===== src/rtl/ctrl_pkg.sv =====
// Shared opcode values, sequencer state encoding and bus-select helpers.
package ctrl_pkg;

    localparam logic [2:0] OP_ADD = 3'b000;
    localparam logic [2:0] OP_SUB = 3'b001;
    localparam logic [2:0] OP_NAN = 3'b010;
    localparam logic [2:0] OP_HLT = 3'b011;
    localparam logic [2:0] OP_OUT = 3'b100;
    localparam logic [2:0] OP_LDI = 3'b101;
    localparam logic [2:0] OP_BNE = 3'b110;
    localparam logic [2:0] OP_REP = 3'b111;

    typedef enum logic [2:0] {
        ST_FETCH  = 3'd0,
        ST_OP1    = 3'd1,
        ST_EXEC   = 3'd2,
        ST_WB     = 3'd3,
        ST_HALTED = 3'd4
    } state_t;

    // First state after FETCH, chosen by the opcode being accepted.
    function automatic state_t fetch_next(input logic [2:0] op);
        case (op)
            OP_ADD, OP_SUB, OP_NAN: return ST_OP1;
            OP_REP, OP_LDI:         return ST_EXEC;
            OP_OUT, OP_BNE:         return ST_WB;
            default:                return ST_HALTED;
        endcase
    endfunction

    // Debug step code; HALTED shares the WB code.
    function automatic logic [1:0] step_code(input state_t s);
        case (s)
            ST_FETCH: return 2'b00;
            ST_OP1:   return 2'b01;
            ST_EXEC:  return 2'b10;
            default:  return 2'b11;
        endcase
    endfunction

    // Bus-mux code of the immediate, just above the register codes.
    function automatic int unsigned sel_imm(input int unsigned nreg);
        return nreg;
    endfunction

    // Bus-mux code of the R register.
    function automatic int unsigned sel_r(input int unsigned nreg);
        return nreg + 1;
    endfunction

endpackage


===== src/rtl/onehot_dec.sv =====
// Register-index to one-hot write-enable decoder with a global enable.
module onehot_dec #(
    parameter int RSEL_W = 3
) (
    input  logic [RSEL_W-1:0]      sel,
    input  logic                   en,
    output logic [(1<<RSEL_W)-1:0] onehot
);

    // Single bit set at the selected index when enabled.
    always_comb begin
        onehot = '0;
        if (en) begin
            onehot[sel] = 1'b1;
        end
    end

endmodule


===== src/rtl/ctrl_sequencer.sv =====
// Self-sequencing processor control unit: fetch handshake, per-opcode step
// FSM, stall, sticky halt and a saturating retired-instruction counter.
//
// state   | meaning
// FETCH   | waiting for a valid instruction (step 00)
// OP1     | load A from RX, ALU ops only (step 01)
// EXEC    | ALU/REP/LDI result into R (step 10)
// WB      | write back / OUT / BNE, advance PC, retire (step 11)
// HALTED  | sticky stop after HLT, left only by reset (step 11)
module ctrl_sequencer #(
    parameter int DATA_W      = 16,
    parameter int NREG        = 8,
    parameter int RSEL_W      = $clog2(NREG),
    parameter int INSTR_W     = 16,
    parameter int SEL_W       = $clog2(NREG + 2),
    parameter int CNT_W       = 16,
    parameter bit BNE_ON_ZERO = 1'b1
) (
    input  logic               clock,
    input  logic               resetn,
    input  logic [INSTR_W-1:0] instr,
    input  logic               instr_valid,
    output logic               instr_ready,
    input  logic               hold,
    input  logic [DATA_W-1:0]  mux_out,
    output logic [2:0]         OpSelect,
    output logic [NREG-1:0]    reg_enable,
    output logic               A_enable,
    output logic               R_enable,
    output logic [SEL_W-1:0]   selReg,
    output logic               bus_enable,
    output logic               pc_enable,
    output logic               pc_load,
    output logic               halt,
    output logic [1:0]         step,
    output logic [CNT_W-1:0]   retired
);

    import ctrl_pkg::*;

    // Only opcode, RX and RY are ever decoded, so only they are latched.
    localparam int IR_W = 3 + 2 * RSEL_W;
    localparam logic [SEL_W-1:0] SEL_IMM_C = SEL_W'(sel_imm(NREG));
    localparam logic [SEL_W-1:0] SEL_R_C   = SEL_W'(sel_r(NREG));

    state_t            state;
    logic [IR_W-1:0]   ir;
    logic [2:0]        op;
    logic [RSEL_W-1:0] rx;
    logic [RSEL_W-1:0] ry;
    logic              wb_we;

    assign op = ir[IR_W-1 -: 3];
    assign rx = ir[IR_W-4 -: RSEL_W];
    assign ry = ir[IR_W-4-RSEL_W -: RSEL_W];

    generate
        if (INSTR_W > IR_W) begin : g_spare
            logic unused_instr_bits;
            assign unused_instr_bits = ^instr[INSTR_W-IR_W-1:0];
        end
    endgenerate

    // Step FSM, instruction latch and retired counter; hold freezes all of it
    // except in HALTED, which only reset can leave.
    always_ff @(posedge clock or posedge resetn) begin
        if (resetn) begin
            state   <= ST_FETCH;
            ir      <= '0;
            retired <= '0;
        end else begin
            case (state)
                ST_FETCH: begin
                    if (!hold && instr_valid) begin
                        ir    <= instr[INSTR_W-1 -: IR_W];
                        state <= fetch_next(instr[INSTR_W-1 -: 3]);
                    end
                end
                ST_OP1: begin
                    if (!hold) state <= ST_EXEC;
                end
                ST_EXEC: begin
                    if (!hold) state <= ST_WB;
                end
                ST_WB: begin
                    if (!hold) begin
                        state <= ST_FETCH;
                        if (retired != '1) begin
                            retired <= retired + CNT_W'(1);
                        end
                    end
                end
                ST_HALTED: state <= ST_HALTED;
                default:   state <= ST_FETCH;
            endcase
        end
    end

    // Datapath controls decoded from state and the latched instruction;
    // hold gates every enable but leaves the selects alone.
    always_comb begin
        instr_ready = 1'b0;
        OpSelect    = 3'b000;
        A_enable    = 1'b0;
        R_enable    = 1'b0;
        selReg      = '0;
        bus_enable  = 1'b0;
        pc_enable   = 1'b0;
        pc_load     = 1'b0;
        halt        = 1'b0;
        wb_we       = 1'b0;
        step        = step_code(state);
        case (state)
            ST_FETCH: begin
                instr_ready = !hold;
            end
            ST_OP1: begin
                selReg   = SEL_W'(rx);
                A_enable = !hold;
            end
            ST_EXEC: begin
                R_enable = !hold;
                if (op == OP_LDI) begin
                    selReg   = SEL_IMM_C;
                    OpSelect = OP_REP;
                end else begin
                    selReg   = SEL_W'(ry);
                    OpSelect = op;
                end
            end
            ST_WB: begin
                pc_enable = !hold;
                case (op)
                    OP_OUT: begin
                        selReg     = SEL_W'(rx);
                        bus_enable = !hold;
                    end
                    OP_BNE: begin
                        selReg  = SEL_W'(rx);
                        pc_load = BNE_ON_ZERO ? (mux_out == '0) : (mux_out != '0);
                    end
                    default: begin
                        selReg = SEL_R_C;
                        wb_we  = !hold;
                    end
                endcase
            end
            ST_HALTED: begin
                halt = 1'b1;
            end
            default: ;
        endcase
    end

    onehot_dec #(
        .RSEL_W (RSEL_W)
    ) u_wb_dec (
        .sel    (rx),
        .en     (wb_we),
        .onehot (reg_enable)
    );

endmodule


===== config.mk =====
export PLATFORM = sky130hd
export DESIGN_NAME = ctrl_sequencer
export DESIGN_NICKNAME = d
export VERILOG_FILES = /design/src/rtl/ctrl_pkg.sv /design/src/rtl/onehot_dec.sv /design/src/rtl/ctrl_sequencer.sv
export SDC_FILE = /design/constraint.sdc
export NUM_CORES = 1
export LEC_CHECK = 0
export CORE_ASPECT_RATIO = 1.25
export CORE_MARGIN = 5
export CORE_UTILIZATION = 44
export DETAILED_ROUTE_END_ITERATION = 16
export PLACE_DENSITY = 0.85
export SLEW_MARGIN = 20
export SYNTH_ARGS = -nofsm -noshare
export SYNTH_HDL_FRONTEND = slang
export SYNTH_SLANG_ARGS = --single-unit
export TNS_END_PERCENT = 1

===== constraint.sdc =====
create_clock -name clock -period 4.4 [get_ports clock]
set_input_delay 0.88 -clock clock [delete_from_list [all_inputs] [get_ports clock]]
set_output_delay 0.88 -clock clock [all_outputs]
set_load 0.1 [all_outputs]

Word level (Yosys, flattened, before mapping)
Cells that the tools add are included.
- register bits after elaboration: 28
- bits of input ports: 36
- output and inout bits: 40
- word-level logic and storage cells: 64
- add/subtract/negate cells: 1
- $lt $le $gt $ge: 2
- equality and inequality tests: 18
- mux-type cells: 26
- bitwise gates (word level): 1
- reductions and logical operators: 13
- operator list (cell ; count):
    $eq 3x3->1 const B ; 8
    $mux 3 ; 6
    $add 16x1->16 const B ; 1
    $logic_not 16->1 ; 1
    $ne 16x16->1 const B ; 1
    $pmux 3 s5 ; 1
    $mux 1 ; 12
    $pmux 4 s3 ; 1
    $eq 3x2->1 const B ; 3
    $pmux 3 s3 ; 1
    $mux 4 ; 2
    $mux 8 ; 1
    $ne 2x2->1 const B ; 4
    $eq 3x1->1 const B ; 2
    $logic_not 3->1 ; 2
    $pmux 2 s3 ; 1
    $reduce_or 2->1 ; 3
    $lt 3x4->1 const B ; 1
    $reduce_and 4->1 ; 1
    $demux 1 s3 ; 1
    $ge 3x1->1 const B ; 1
    $reduce_and 3->1 ; 1
    $reduce_or 3->1 ; 1
    $logic_and 1x1->1 ; 2
    3 further kinds ; 3

Longest topological paths before layout
Gate-level depths: netlist (run 1).
- depth after elaboration: 5
- gate-level depth with buffers: 6
- depth with buffers taken out: 5

By module
From an unflattened synthesis (run 1), not the netlist that was laid out.
- cells, all modules: 157
- area total of the unflattened synthesis: 1660.3 um^2
- modules (own cells, without submodules) (module ; times used ; cells an instance ; area each (um^2) ; seq. area each (um^2)):
    ctrl_sequencer ; 1 ; 149 ; 1564.0 ; 700.7
    onehot_dec ; 1 ; 8 ; 96.3 ; 0.0

Worst setup path after synthesis (run 1)
Ideal clock, no wire load.
- path type: input to output
- start: in hold
- end: out reg_enable[6]
- arrival time: 3.957 ns
- data required time: 3.520 ns
- slack: -0.437 ns
- stages: 2
- path buffers: 1
- cell sequence: buf_2 nor4_1
- longest elaborated chain between the ends: 4
- ends and longest elaborated chain (item ; RTL line ; RTL):
    start, declared ; ctrl_sequencer.sv:24 ; input logic hold,
    $logic_not 1->1 ; ctrl_sequencer.sv:144 ; wb_we = !hold;
    $mux 1 ; ctrl_sequencer.sv:133 ; case (op)
    $mux 1 ; ctrl_sequencer.sv:113 ; case (state)
    $mux 8 ; onehot_dec.sv:13 ; if (en) begin
    end, declared ; ctrl_sequencer.sv:27 ; output logic [NREG-1:0] reg_enable,
Every way passes these cells.

Final worst setup path (run 1)
- start: in hold
- end: out reg_enable[5]
The elaborated chain is that of the path after synthesis.

==> out/results.tsv, run 1 <==
metric	value	unit
outcome	finished, final reports clean	
FF-to-FF End	retired[7]$_DFFE_PP0P_	
most common cell in the netlist	dfrtp_1	
Reg2Reg Depth	4	
IO Port Bufs	68	
nets@finish	267	
skew final	0.00174	ns
highest metal used	met4	
Synth Warn #	0	
number of synthesized register bits	28	
peak supply drop	0.620	mV
crit path capture type	output pin	
Avg WL per Cell	15.2	um
drc violations	0	
Clock Latency Late Sink	0.27	ns
largest net degree at the start of global routing	29	
Tightest Pin Transition	0.980	ns
met1 wire length	1670	um
R2R setup slack	2.61	ns
hold path depth	1	
Worst Hold End	ir[0]$_DFFE_PP0P_	
ranking of synthesized cells by area	dfrtp_1 (42%), mux2_2 (6.1%), xnor2_1 (4.8%), nor2_1 (2.7%), nor4_4 (2.6%)	
Site Rows	25	
metal2 WL	2100	um
First-pass DRT Iterations	4	
CP Class	primary input to output pin	
maximum clock rate	288	MHz
Clock H-tree levels	1	
Routed WL	4080	um
Net Count, Synth	199	
FF-to-FF Start	state[0]$_DFFE_PP0P_	
slowest cell on the critical path	clkdlybuf4s50_1	
global-route wire length before repair	6980	um
CP Max Fanout	12	
Crit path required time	3.52	ns
Hold Startpoint	ir[0]$_DFFE_PP0P_	
ANT cells	0	
layout cell share with drive strength beyond 1	21.8	%
hold-fix buffer count after cts	0	
Synth Cell Area	1650	sq um
number of DRC markers in iteration 0	100	
total design power	1660	uW
CTS Buffer Depth	2	
total congestion overflow	0	
hpwl dp	3210	um
postcts setup bufs	0	
Final period util	78.9	%
Core Region	3720	sq um
RD Place Congestion	0.833	
power density cells	698	nW/um^2
Area growth syn-to-layout	43.7	%
sequential element share of the synthesized area	42.4	%
Max stage delay on crit path	0.65	ns
initial antenna violation count	0	
asr flop ratio synth	100	%
DR vias	1495	
HP Class	flop to flop	
total CTS buffers	3	
Max-cap violations	0	
post-cts sizing count	0	
initial core utilization	44.4	%
Clock transition at path regs	0.10	ns
post-synth cell types	48	
Startpoint Class	primary input	
vias in the first global route	1545	
CTS tree	yes	
die area	5090	sq um
top cell type's share of synthesized area	42.4	%
clock sink count	28	
Setup Viol. Count Final	0	
Slew HR	34.4	%
Root Driver	clkbuf_8	
CP startpoint	hold	
minimum clock period after layout	3.47	ns
Tot GR Track Use	17.1	%
Pleak	0.00103	uW
Buf/Inv on CP	2	
Hold Fails Final Rpt	0	
post-synth top area cell	dfrtp_1	
Die Span X	64.8	um
number of synthesized flops with an enable pin	0	
Antenna Nets Post-Route	0	
WP data arrival	2.59	ns
Syn Inst Count	162	
boundary pin count	76	
ys flop type	dfrtp_1	
crit-path leading delay family	buffers and inverters	
metal3 WL	281	um
Final Util	63.8	%
Post-synth top cells	dfrtp_1 (28), nor2_1 (12), mux2_2 (9), xnor2_1 (9), a21oi_1 (8)	
Pins Over Slew Limit	0	
post-synthesis average cell area	10.2	sq um
RSZ-0062 raised after global routing	no	
routed vias/inst	5.56	
die height	78.5	um
Critical Path, Cell by Cell	clkdlybuf4s50_1 -> or3_1 -> nor3b_1 -> buf_4	
## how the worst max path moves through the flow
stage | end | slack, ns | depth (start not counted)
5_1_grt | reg_enable[5] | 0.83 | 4
2_1_floorplan | selReg[3] | -0.32 | 3
4_1_cts | reg_enable[5] | 0.92 | 4
6_report | reg_enable[5] | 0.93 | 4
3_5_place_dp | reg_enable[5] | 0.94 | 4
3_3_place_gp | reg_enable[5] | 0.96 | 4
## metal layers
metal | track usage [%] | vias up
met4 | 4.86 | 0
li1 | - | 724
met1 | 20.0 | 721
met5 | 0 | -
met3 | 4.58 | 4
met2 | 30.3 | 46
## kinds of logic after synthesis
group                    count (synthesis)  synth area share (%)
adder cells (fa/ha/maj)                  1                 0.757
multiplexers                            10                  7.05
AND/OR/NAND/NOR                         81                  33.2
AO/OA/AOI/OAI                           19                  7.35
XOR/XNOR                                12                  6.36
buffers and inverters                   11                  2.88
flip-flops                              28                  42.4
## cell type report
cell class,count,area [sq um]
Multi-Input combinational cell,123,910
Inverter,6,22.5
Clock buffer,4,55.1
Tap cell,40,50.0
Fill cell,315,1350
Sequential cell,28,701
Timing Repair Buffer,68,636
## cell usage in the layout (no fill, tap or decap), types with 3 or more instances in the layout
cell type         n
nand2_1           7
buf_4            18
mux2_2            9
nor3b_1           4
clkdlybuf4s50_1  50
xnor2_1           9
or2_2             3
xor2_1            3
nor2_1           12
nor3_1            4
a21oi_1           8
clkbuf_8          4
nand4_1           6
nand2b_1          4
nand3_1           7
or3_1             3
nor4_1            4
inv_1             5
dfrtp_1          28
## where the power goes
group          switching [uW]  internal [uW]
Sequential                109            327
Clock                    83.3           80.2
Combinational             785            271
Total                     977            679
## through the flow
stage,hold WS [ns],cells,area (sq um),TNS [ns],worst slack (ns)
2_1_floorplan,0.480,162,1660,-0.632,-0.317
3_3_place_gp,0.490,265,2320,0,0.955
3_5_place_dp,0.496,265,2320,0,0.937
4_1_cts,0.520,269,2370,0,0.922
5_1_grt,0.548,269,2370,0,0.827
6_report,0.520,269,2370,0,0.927
## registers in the layout, summed over array words and instances, names as in the netlist
signal	flops
ir	9
retired	16
state	3
No activity file was read; power rests on OpenSTA's default activity.
==> inputs of run 2 (changes only) <==
--- a/config.mk
+++ b/config.mk
@@ -7,9 +7,9 @@
 export LEC_CHECK = 0
 export CORE_ASPECT_RATIO = 1.25
 export CORE_MARGIN = 5
-export CORE_UTILIZATION = 44
+export CORE_UTILIZATION = 37
 export DETAILED_ROUTE_END_ITERATION = 16
-export PLACE_DENSITY = 0.85
+export PLACE_DENSITY = 0.76
 export SLEW_MARGIN = 20
 export SYNTH_ARGS = -nofsm -noshare
 export SYNTH_HDL_FRONTEND = slang
==> constraint.sdc (replaced) <==
create_clock -name clock -period 3 [get_ports clock]
set_input_delay 0.6 -clock clock [delete_from_list [all_inputs] [get_ports clock]]
set_output_delay 0.6 -clock clock [all_outputs]
set_load 0.1 [all_outputs]
==> out/results.tsv, run 2 (same netlist as run 1, synthesis figures left out) <==
metric	value	unit
DR vias	1477	
skew final	0.00289	ns
initial core utilization	37.9	%
First-pass DRT Iterations	4	
Die Span X	69.8	um
Clock Latency Late Sink	0.27	ns
Buf/Inv on CP	2	
postcts setup bufs	0	
Tightest Pin Transition	0.425	ns
vias in the first global route	1573	
hpwl dp	3430	um
hold-fix buffer count after cts	0	
crit-path leading delay family	simple AND/OR/NAND/NOR gates	
total CTS buffers	3	
Critical Path, Cell by Cell	clkdlybuf4s50_1 -> or3_1 -> nor3b_2 -> buf_12	
crit path capture type	output pin	
most frequent cells in the layout	clkdlybuf4s50_1 (28), dfrtp_1 (28), buf_4 (28), buf_12 (17), nor2_1 (12)	
initial antenna violation count	0	
fillers	383	
Final period util	90.5	%
CTS tree	yes	
post-cts sizing count	0	
Startpoint Class	primary input	
Pins Over Slew Limit	0	
HP Class	flop to flop	
clock sink count	28	
maximum clock rate	368	MHz
nets@finish	272	
CP Class	primary input to output pin	
CP Max Fanout	6	
Site Rows	27	
total design power	2590	uW
max reg flops	16	
worst hold margin	0.522	ns
Clock H-tree levels	1	
Core Region	4360	sq um
Pleak	0.00115	uW
routed vias/inst	5.06	
Placed Cells	288	
die height	84.7	um
outcome	finished, final reports clean	
Crit path required time	2.40	ns
Clock transition at path regs	0.09	ns
minimum clock period after layout	2.72	ns
layout cell share with drive strength beyond 1	34.6	%
largest net degree at the start of global routing	29	
power density cells	989	nW/um^2
Area growth syn-to-layout	58.6	%
Avg WL per Cell	14.7	um
Hold Fails Final Rpt	0	
number of DRC markers in iteration 0	33	
die area	5910	sq um
biggest regs	retired: 16 flops, ir: 9 flops, state: 3 flops	
Tot GR Track Use	14.9	%
Root Driver	clkbuf_8	
Setup Viol. Count Final	0	
WP data arrival	2.12	ns
Largest Register	retired	
total congestion overflow	0	
non-filler cells, final	292	
Slew HR	71.5	%
boundary pin count	76	
CTS Buffer Depth	2	
drc violations	0	
global-route wire length before repair	7330	um
peak supply drop	1.02	mV
worst path setup slack after routing	0.284	ns
Antenna Nets Post-Route	0	
slowest cell on the critical path	clkdlybuf4s50_1	
RSZ-0062 raised after global routing	no	
Max stage delay on crit path	0.53	ns
pre-CTS WS	0.281	ns
ANT cells	0	
RD Place Congestion	0.737	
Max-cap violations	0	
Routed WL	4300	um
IO Port Bufs	68	
## run 2: cell types whose count changed in the layout (fill, tap and decap cells not counted)
cell	delta
inv_1	+1
nor3b_2	+3
nor3_2	+1
buf_4	+10
o41ai_1	-1
o41ai_2	+1
inv_2	-1
nor3b_1	-3
clkdlybuf4s50_1	-22
nor3_1	-1
buf_12	+17
## run 2: worst paths after layout
kind,start,slack [ns],cells after the start,endpoint
max,hold,0.28,4,reg_enable[5]
min,ir[0]$_DFFE_PP0P_,0.52,1,ir[0]$_DFFE_PP0P_
max reg2reg,state[2]$_DFFE_PP0P_,1.28,5,ir[0]$_DFFE_PP0P_
min reg2reg,ir[0]$_DFFE_PP0P_,0.52,1,ir[0]$_DFFE_PP0P_
max in group asynchronous,resetn,2.05,3,retired[12]$_DFFE_PP0P_
min in group asynchronous,resetn,0.69,3,retired[6]$_DFFE_PP0P_
## run 2: worst reg2reg max path: cells and delay by family, from the launching register on
family	cells	cell delay, ns
simple gates	3	0.75
flops	1	0.38
mux	1	0.32
buf+inv	1	0.16
## run 2: report_power, final
part | internal, uW | switching (uW)
sequential | 480 | 130
clock | 117 | 113
combinational | 525 | 1220
total | 1120 | 1470
## run 2: layout make-up
type	count	area (sq um)	share of cell area [%]
timing repair buffer	73	831	31.7
multi-input combinational	123	937	35.8
tap	58	72.6	2.77
clock buffer	4	55.1	2.10
inverter	6	22.5	0.860
sequential	28	701	26.8
## run 2: through the flow
| step | area (sq um) | TNS [ns] | util, % |
|---|---|---|---|
| floorplan | 1690 | -1.29 | - |
| global placement | 2560 | 0 | 58.8 |
| detailed placement | 2560 | 0 | 58.8 |
| CTS | 2620 | 0 | 60.1 |
| global route | 2620 | 0 | 60.1 |
| finish | 2620 | 0 | 60.1 |
## run 2: metal layers
metal / vias up / GRT usage [%] / wire, um
met1: 702 / 16.7 / 1700
met5: - / 0 / 0
li1: 732 / - / -
met2: 39 / 26.6 / 2210
met3: 4 / 6.23 / 361
met4: 0 / 2.96 / 38
==> inputs of run 3 (changes only) <==
--- a/config.mk
+++ b/config.mk
@@ -6,9 +6,10 @@
 export NUM_CORES = 1
 export LEC_CHECK = 0
 export CORE_ASPECT_RATIO = 1.25
-export CORE_MARGIN = 5
+export CORE_MARGIN = 2
 export CORE_UTILIZATION = 37
 export DETAILED_ROUTE_END_ITERATION = 16
+export GPL_TIMING_DRIVEN = 0
 export PLACE_DENSITY = 0.76
 export SLEW_MARGIN = 20
 export SYNTH_ARGS = -nofsm -noshare
==> out/results.tsv, run 3 (same netlist as run 1, synthesis figures left out) <==
metric	value	unit
Final period util	98.0	%
WP data arrival	2.34	ns
total congestion overflow	0	
crit-path leading delay family	buffers and inverters	
FF-to-FF End	retired[1]$_DFFE_PP0P_	
Clock transition at path regs	0.09	ns
number of DRC markers in iteration 0	61	
initial antenna violation count	0	
DR vias	1481	
Core Region	4360	sq um
skew final	0.00448	ns
biggest regs	retired: 16 flops, ir: 9 flops, state: 3 flops	
Hold Startpoint	ir[1]$_DFFE_PP0P_	
setup_tns	0	ns
IO Port Bufs	68	
Tot GR Track Use	16.6	%
Placed Cells	288	
ANT cells	0	
Routed WL	3900	um
max reg flops	16	
most common cell after layout, fill and taps aside	clkdlybuf4s50_1	
hold-fix buffer count after cts	0	
CP Class	primary input to output pin	
R2R setup slack	1.34	ns
Comb power frac	66.2	%
Tightest Pin Transition	0.977	ns
Area growth syn-to-layout	48.5	%
highest metal used	met4	
Root Driver	clkbuf_8	
layout cell share with drive strength beyond 1	22.2	%
clock share of power	9.8	%
nets@finish	272	
boundary pin count	76	
Avg WL per Cell	13.4	um
Slew HR	34.7	%
total CTS buffers	3	
global-route wire length before repair	6690	um
RSZ-0062 raised after global routing	yes	
routed vias/inst	5.07	
maximum clock rate	340	MHz
internal power	993	uW
Max stage delay on crit path	0.85	ns
minimum clock period after layout	2.94	ns
CTS Buffer Depth	2	
drc violations	0	
metal3 WL	183	um
outcome	finished, final reports clean	
share of power burned in registers	24.0	%
vias in the first global route	1483	
Critical Path, Cell by Cell	clkdlybuf4s50_1 -> buf_2 -> nor4_2 -> clkdlybuf4s15_1	
First-pass DRT Iterations	4	
worst path setup slack after routing	0.0590	ns
met1 wire length	1600	um
slowest cell on the critical path	clkdlybuf4s15_1	
Largest Register	retired	
CTS tree	yes	
Clock Latency Late Sink	0.28	ns
hold path depth	1	
Die Span X	63.8	um
die height	78.7	um
Pleak	0.00106	uW
FF-to-FF Start	retired[0]$_DFFE_PP0P_	
Antenna Nets Post-Route	0	
Buf/Inv on CP	3	
Setup Viol. Count Final	0	
Site Rows	27	
initial core utilization	37.9	%
pre-CTS WS	-0.646	ns
Reg2Reg Depth	5	
Pins Over Slew Limit	0	
Crit path required time	2.40	ns
non-filler cells, final	292	
most frequent cells in the layout	clkdlybuf4s50_1 (47), dfrtp_1 (28), nor2_1 (12), mux2_2 (9), xnor2_1 (9)	
total design power	2430	uW
Clock H-tree levels	1	
Sw Ratio	59.1	%
RD Place Congestion	0.724	
HP Class	flop to flop	
clock sink count	28	
peak supply drop	0.792	mV
postcts setup bufs	0	
crit path capture type	output pin	
Worst Hold End	ir[1]$_DFFE_PP0P_	
Hold Fails Final Rpt	0	
Max-cap violations	0	
die area	5020	sq um
power density cells	989	nW/um^2
largest net degree at the start of global routing	29	
Final Util	56.3	%
hpwl dp	3010	um
Net Switching	1430	uW
metal2 WL	2090	um
Startpoint Class	primary input	
CP Max Fanout	10	
## run 3: cell count changes in the layout (fill, tap and decap cells not counted), sizes merged
cell	delta
clkdlybuf4s15	+4
clkdlybuf4s50	+19
dlygate4sd2	+7
clkbuf	+4
clkdlybuf4s18	+2
buf	-36
## run 3: worst max-delay path by stage
stage / start / end / slack, ns / cells after the start
floorplan: hold / bus_enable / -0.46 / 3
CTS: hold / reg_enable[7] / -0.26 / 5
global placement: hold / reg_enable[5] / -0.65 / 5
detailed placement: hold / reg_enable[5] / -0.65 / 5
global route: state[2]$_DFFE_PP0P_ / reg_enable[6] / -0.07 / 4
finish: hold / reg_enable[6] / 0.06 / 4
## run 3: per-stage QoR
step                instance area, sq um  hold slack (ns)
floorplan                           1690            0.480
global placement                    2440            0.494
detailed placement                  2440            0.503
CTS                                 2470            0.531
global route                        2450            0.556
finish                              2450            0.528
## run 3: power by group through the flow
stage               clock network (uW)  logic (uW)  registers, uW
floorplan                            0        1100            785
global placement                     0        1650            585
detailed placement                   0        1660            589
CTS                                243        1620            581
global route                       266        1690            603
finish                             237        1610            582
## run 3: area by class of cell
cell class / count / area, sq um
buffer: 5 / 25.0
clock buffer: 4 / 55.1
fill: 405 / 1910
inverter: 6 / 22.5
multi-input combinational: 123 / 937
sequential: 28 / 701
tap: 58 / 72.6
timing repair buffer: 68 / 639
## run 3: repair_timing
| item | CTS | global route |
|---|---|---|
| pin swaps | 0 | 0 |
| setup endpoints to repair | 21 | 11 |
| gates resized for setup | 48 | 16 |
## run 3: layer usage
metal | track usage (%) | up-vias
met2 | 31.8 | 39
met1 | 18.9 | 702
li1 | - | 736
met3 | 3.40 | 4
met4 | 3.26 | 0
met5 | 0 | -
